**src/rtl/act_requant_stage.sv**
```systemverilog
// Three-stage valid/ready requantizer: bias add, unsigned scale multiply,
// rounding arithmetic right shift and saturation to signed Q3.5.
module act_requant_stage #(
  parameter int ACC_W   = 24,
  parameter int SCALE_W = 8,
  parameter int SHIFT_W = 5,
  parameter int CNT_W   = 16
) (
  input  logic               clk,
  input  logic               reset,
  input  logic               in_valid,
  output logic               in_ready,
  input  logic [ACC_W-1:0]   in_acc,
  input  logic               in_last,
  input  logic [ACC_W-1:0]   cfg_bias,
  input  logic [SCALE_W-1:0] cfg_scale,
  input  logic [SHIFT_W-1:0] cfg_shift,
  input  logic               cnt_clr,
  output logic               out_valid,
  input  logic               out_ready,
  output logic [7:0]         out_x,
  output logic               out_last,
  output logic               out_sat,
  output logic [CNT_W-1:0]   sat_count
);

  localparam int SUM_W  = ACC_W + 1;
  localparam int PROD_W = ACC_W + SCALE_W + 2;
  localparam int RND_W  = PROD_W + 1;

  localparam logic signed [RND_W-1:0] SAT_MAX = RND_W'(127);
  localparam logic signed [RND_W-1:0] SAT_MIN = -(RND_W'(128));

  logic en1, en2, en3;

  logic                     v1_reg;
  logic signed [SUM_W-1:0]  sum1_reg;
  logic [SCALE_W-1:0]       scale1_reg;
  logic [SHIFT_W-1:0]       shift1_reg;
  logic                     last1_reg;

  logic                     v2_reg;
  logic signed [PROD_W-1:0] prod2_reg;
  logic [SHIFT_W-1:0]       shift2_reg;
  logic                     last2_reg;

  logic                     v3_reg;
  logic [7:0]               x3_reg;
  logic                     last3_reg;
  logic                     sat3_reg;
  logic [CNT_W-1:0]         cnt_reg;

  // Ready ripples backward so a bubble anywhere lets the stages behind it advance.
  assign en3      = !v3_reg || out_ready;
  assign en2      = !v2_reg || en3;
  assign en1      = !v1_reg || en2;
  assign in_ready = en1;

  logic signed [SUM_W-1:0]  sum_next;
  logic signed [PROD_W-1:0] prod_next;
  logic signed [RND_W-1:0]  rnd_next;
  logic signed [RND_W-1:0]  rsum_next;
  logic signed [RND_W-1:0]  r_next;
  logic [7:0]               x_next;
  logic                     sat_next;

  assign sum_next  = $signed({in_acc[ACC_W-1], in_acc}) + $signed({cfg_bias[ACC_W-1], cfg_bias});
  assign prod_next = PROD_W'(sum1_reg) * PROD_W'($signed({1'b0, scale1_reg}));

  always_comb begin
    rnd_next = '0;
    if (shift2_reg != '0)
      rnd_next = RND_W'(1) << (shift2_reg - SHIFT_W'(1));
    // One extra bit of headroom keeps the rounding addend from overflowing.
    rsum_next = RND_W'(prod2_reg) + rnd_next;
    r_next    = rsum_next >>> shift2_reg;
    x_next    = r_next[7:0];
    sat_next  = 1'b0;
    if (r_next > SAT_MAX) begin
      x_next   = 8'h7F;
      sat_next = 1'b1;
    end else if (r_next < SAT_MIN) begin
      x_next   = 8'h80;
      sat_next = 1'b1;
    end
  end

  always_ff @(posedge clk or negedge reset) begin
    if (!reset) begin
      v1_reg     <= 1'b0;
      sum1_reg   <= '0;
      scale1_reg <= '0;
      shift1_reg <= '0;
      last1_reg  <= 1'b0;
      v2_reg     <= 1'b0;
      prod2_reg  <= '0;
      shift2_reg <= '0;
      last2_reg  <= 1'b0;
      v3_reg     <= 1'b0;
      x3_reg     <= '0;
      last3_reg  <= 1'b0;
      sat3_reg   <= 1'b0;
    end else begin
      if (en1) begin
        v1_reg     <= in_valid;
        sum1_reg   <= sum_next;
        scale1_reg <= cfg_scale;
        shift1_reg <= cfg_shift;
        last1_reg  <= in_last;
      end
      if (en2) begin
        v2_reg     <= v1_reg;
        prod2_reg  <= prod_next;
        shift2_reg <= shift1_reg;
        last2_reg  <= last1_reg;
      end
      if (en3) begin
        v3_reg    <= v2_reg;
        x3_reg    <= x_next;
        last3_reg <= last2_reg;
        sat3_reg  <= sat_next;
      end
    end
  end

  always_ff @(posedge clk or negedge reset) begin
    if (!reset)
      cnt_reg <= '0;
    else if (cnt_clr)
      cnt_reg <= '0;
    else if (v3_reg && out_ready && sat3_reg && (cnt_reg != '1))
      cnt_reg <= cnt_reg + CNT_W'(1);
  end

  assign out_valid = v3_reg;
  assign out_x     = x3_reg;
  assign out_last  = last3_reg;
  assign out_sat   = sat3_reg;
  assign sat_count = cnt_reg;

endmodule

```
**config.mk**
```make
export PLATFORM = sky130hd
export DESIGN_NAME = act_requant_stage
export DESIGN_NICKNAME = d
export VERILOG_FILES = /design/src/rtl/act_requant_stage.sv
export SDC_FILE = /design/constraint.sdc
export NUM_CORES = 1
export LEC_CHECK = 0
export ABC_AREA = 1
export BUFFER_PORTS_ARGS = -buffer_cell sky130_fd_sc_hd__buf_2
export CAP_MARGIN = 20
export CORE_MARGIN = 5
export CORE_UTILIZATION = 67
export CTS_BUF_LIST = sky130_fd_sc_hd__clkbuf_8
export DETAILED_ROUTE_END_ITERATION = 10
export GPL_TIMING_DRIVEN = 0
export PLACE_DENSITY_LB_ADDON = 0.15
export SYNTH_ARGS = -nofsm -noshare
export SYNTH_HDL_FRONTEND = slang
export SYNTH_SLANG_ARGS = --single-unit
```
**constraint.sdc**
```tcl
create_clock -name clk -period 9.3 [get_ports clk]
set_input_delay 1.86 -clock clk [delete_from_list [all_inputs] [get_ports clk]]
set_output_delay 1.86 -clock clk [all_outputs]
set_load 0.02 [all_outputs]
```
After elaboration in Yosys (flattened, before gate mapping) --
Cells that the tools add are included.
Storage, ports and cells: bits of input ports 67, output and inout bits 28, flip-flop bits (word level) 108
Cells by class: equality and inequality tests 1, multipliers 1, shifts and indexed selects 2, reduce and logical (&&, ||, !) cells 11, mux-type cells 7, $lt $le $gt $ge 2, $add $sub $neg 4
Operators with widths (count):
- $add 34x35->35 | 1
- $gt 35x8->1 const B | 1
- $lt 35x8->1 const B | 1
- $mux 35 | 1
- $shl 1x5->35 const A | 1
- $sshr 35x5->35 | 1
- $mul 25x9->34 | 1
- $mux 16 | 2
- $add 24x24->25 | 1
- $add 16x1->16 const B | 1
- $mux 8 | 2
- $ne 16x16->1 const B | 1
- $reduce_bool 5->1 | 1
- $sub 5x1->5 const B | 1
- $logic_and 1x1->1 | 3
- $logic_not 1->1 | 3
- $logic_or 1x1->1 | 3
- $mux 1 | 2
- $reduce_bool 2->1 | 1

Logic depth before layout (Yosys ltp) --
word-level depth 8, depth in mapped cells 39, depth with buffers taken out 37

Worst setup path after synthesis --
OpenSTA, ideal clock, no wires.
path kind input port to output port, from input port out_ready, to output port in_ready, setup slack 4.014 ns, data arrival time 3.426 ns, stages on the path 6, required time 7.440 ns, cell sequence nor2_1 -> clkinv_1 -> nor2_1 -> nand2_1 -> clkbuf_1 -> buf_1
Between the ends: longest elaborated chain between the ends 3
Ends and longest elaborated chain:
- start, declared | line 20 | input logic out_ready,
- $logic_or 1x1->1 | line 54 | assign en3 = !v3_reg || out_ready;
- $logic_or 1x1->1 | line 55 | assign en2 = !v2_reg || en3;
- $logic_or 1x1->1 | line 56 | assign en1 = !v1_reg || en2;
- end, declared | line 12 | output logic in_ready,
No other way between the ends.

Worst setup path in the final report --
Same ends and word-level chain as after synthesis.

==> summary.md <==
| Metric | Value |
|---|---|
| Outcome | finished clean |
| Initial antenna violation count | 0 |
| TritonCTS Buffers | 9 |
| Ys async rst share | 100% |
| Root Driver | clkbuf_8 |
| Post-synth top flop | dfrtp_1 |
| Final Core Density | a little under three quarters |
| Routed Antenna Nets | 0 |
| Starting Density | between 60% and 70% |
| Fin crit share | 71.7% |
| DRC viols | 0 |
| Final worst slack | between 2 and 3 ns |
| Vias in the first global route | between 15k and 20k |
| Share of layout cells above drive strength 1 | 8.17% |
| Final setup vio count | 0 |
| Mapped Area | 17400 um^2 |
| CP cell instances | buf_2 -> nor2_1 -> clkinv_1 -> nor2_1 -> nand2_1 -> clkbuf_1 -> buf_1 -> buf_2 |
| Post-synth cell types | 52 |
| IO Count | between 90 and 100 |
| HPWL after detailed placement | about 45000 um |
| RD Place Congestion | between 1 and 1.5 |
| Fmax | around 0.15 GHz |
| Worst-case reg-to-reg path depth | 27 |
| CTS tree | built |
| Synth-to-Final Area Change | 6.58% |
| Total core area | roughly 26000 um^2 |
| Die ar. | around 30000 um^2 |
| Max clock buf depth | 2 |
| Yosys Warn Count | 0 |
| Fin crit period | approximately 6.7 ns |
| Pre-CTS setup slack | approximately 2.7 ns |
| Number of post-CTS setup repair buffers | 0 |
| Hold bufs inserted after CTS | 0 |
| WS Path Type | in2out |
| GR peak layer | met2 |
| Largest net degree at the start of global routing | 62 |
| WP data arrival | 4.81 ns |
| Final Max Slew Viols | 0 |
| Met1 usage | between 40% and 50% |
| Worst min path class | reg2reg |
| Worst Setup End Kind | output pin |
| Worst reg2reg path startpoint | scale1_reg[2] |
| Top delay family on crit path | simple AND/OR/NAND/NOR gates |
| Die Span Y | roughly 170 um |
| Reg clk slew, reported paths | ~0.13 ns |
| Routed len/inst | approximately 18 um |
| Slew HR | between 30% and 40% |
| Worst-Skew Late Latency | 0.42 ns |
| Met2 Usage GRT | between 60% and 70% |
| Fin Setup TNS | 0 ns |
| Die W | 171 um |
| Crit path buf inv count | 5 |
| CP max stage delay | around 0.73 ns |
| NumNets Final | roughly 3.1k |
| Synth top area cells | fa_1 (18%), nand2_1 (17%), dfrtp_1 (15%) |
| WHS Endpoint | out_valid |
| Hold path startpoint | v2_reg |
| Largest area contributor in the netlist | fa_1 |
| Via/cell ratio | between 5 and 6 |
| Number of DRC markers in iteration 0 | ~1.7k |
| Final hold vios | 0 |
| H-Tree Level Count | 3 |
| Reg2reg end | prod2_reg[33] |
| Startpoint types | primary input |
| Top-area cell type share of the netlist area | approximately 18% |
| Gr ovfl total | 0 |
| WHS Path Cells | 2 |
| Row Count | 59 |
| Total Routing Usage GR | between 30% and 40% |
| Skew final | around 0.029 ns |
| Reg2reg setup slack | 2.68 ns |
| Detailed-route via count | ~18k |
| WP data required | 7.44 ns |
| I/O Buffers | 94 |
| Routed wire length | between 50000 and 60000 um |
| Fillers | 2032 |
| Synth Instances | 2654 |
| Seq/Total Area, Yosys | roughly 15% |
| Syn nets | between 3k and 4k |
| Max Cap Viol | 0 |
| Pre-Repair DR Iteration Count | 6 |
| Average size of a mapped cell | around 6.6 um^2 |
| Worst Tran Pin Value | between 0.9 and 1 ns |
| Number of flip-flops in the largest register | 34 |
| Register bit total from synthesis | around 110 |
| RSZ-0062 raised after global routing | false |
| CTS Sinks | approximately 110 |
| Post_cts resized | 0 |
| Crit Path Max Fanout | 10 |
| Max stage delay cell, worst path | nor2_1 |
| Post-synth EDFFs | 0 |
| Met3 Use GR | approximately 5.3% |
| Global-route wire length before repair | around 89000 um |
worst max-delay path by stage:
stage	start	end	slack [ns]	depth (start not counted)
finish	out_ready	in_ready	2.63	8
detailed placement	out_ready	in_ready	2.72	8
floorplan	out_ready	in_ready	4.01	6
CTS	out_ready	in_ready	2.70	8
global placement	out_ready	in_ready	2.79	8
global route	scale1_reg[2]	prod2_reg[33]	2.38	27
layout make-up:
| class | instances | area (um^2) | area share [%] |
|---|---|---|---|
| inverters | 511 | 1920 | 10.3 |
| flip-flops and latches | 108 | 2700 | 14.5 |
| clock inverters | 7 | 103 | 0.552 |
| multi-input cells | 1929 | 12400 | 66.7 |
| repair buffers | 95 | 500 | 2.69 |
| well taps | 335 | 419 | 2.25 |
| clock buffers | 9 | 124 | 0.666 |
| plain buffers | 106 | 428 | 2.30 |
| diodes | 1 | 2.50 | 0.0135 |
per-layer routing:
| layer | wire (um) | vias up |
|---|---|---|
| li1 | - | 8393 |
| met5 | 0 | - |
| met4 | 3760 | 0 |
| met1 | 20700 | 8451 |
| met3 | 4060 | 261 |
| met2 | 26900 | 970 |
synthesized netlist by cell type, drive strengths merged, types with 10 or more instances:
master / number
dfrtp: 108
xor2: 21
nor3: 10
nand3: 299
nand2: 818
o21ai: 87
ha: 125
mux2: 19
or2: 13
buf: 36
inv: 502
a31oi: 12
clkbuf: 70
a21oi: 93
xnor2: 27
fa: 158
nand4: 17
nor2: 182
logic make-up after synthesis:
| group | after synthesis | share of synthesized area, % |
|---|---|---|
| fa+ha+maj | 283 | 27.1 |
| other cells | 1 | 0.0215 |
| xor+xnor | 48 | 2.41 |
| simple gates | 1352 | 33.1 |
| mux | 20 | 1.28 |
| compound gates | 225 | 7.16 |
| flops | 108 | 15.5 |
| buf+inv | 617 | 13.5 |
per-stage QoR:
stage	instance area [um^2]	hold WS [ns]	std cells
after detailed placement	18400	0.453	3084
after CTS	18600	0.482	3100
after global placement	18300	0.432	3083
after global routing	18600	0.501	3100
after floorplan	17400	0.423	2654
final	18600	0.484	3101
placed cells by master (no fill, tap or decap), types with 9 or more instances in the layout:
master / Yosys / layout
clkinv_1: 9 / 9
fa_1: 158 / 158
a21oi_1: 90 / 90
dfrtp_1: 108 / 108
ha_1: 125 / 125
nand2_2: 20 / 20
or2_2: 10 / 10
nand3_2: 19 / 19
xnor2_1: 27 / 27
clkbuf_1: 70 / 70
buf_2: 24 / 117
nand4_1: 17 / 17
buf_1: 12 / 12
nor3_1: 10 / 10
xor2_1: 21 / 21
o21ai_0: 75 / 75
a31oi_1: 12 / 12
mux2_2: 19 / 19
inv_1: 497 / 497
nand2_1: 797 / 797
nor2_1: 171 / 171
nand3_1: 279 / 279
nor2_2: 11 / 11
o21ai_1: 11 / 11
clkbuf_8: 0 / 9
worst reg2reg max path, stage by stage (launching register included):
cell	delay (ns)
dfrtp_1	0.35
clkbuf_1	0.37
clkbuf_1	0.56
nand2_1	0.18
fa_1	0.57
inv_1	0.05
fa_1	0.45
ha_1	0.30
inv_1	0.06
fa_1	0.59
inv_1	0.06
ha_1	0.29
nand2_1	0.05
nor2_1	0.14
a211oi_1	0.09
o21ai_0	0.32
a21boi_1	0.18
o21bai_1	0.35
a21boi_1	0.18
o21ai_2	0.22
nand2_1	0.08
nand2_1	0.11
a21oi_1	0.13
o21ai_1	0.30
nand2_1	0.14
a21oi_1	0.16
nand3b_1	0.15
o21ai_1	0.08
Power is left out: the tool's default activity adds up to more than one toggle a clock period on the data nets, which glitch-free logic cannot reach.
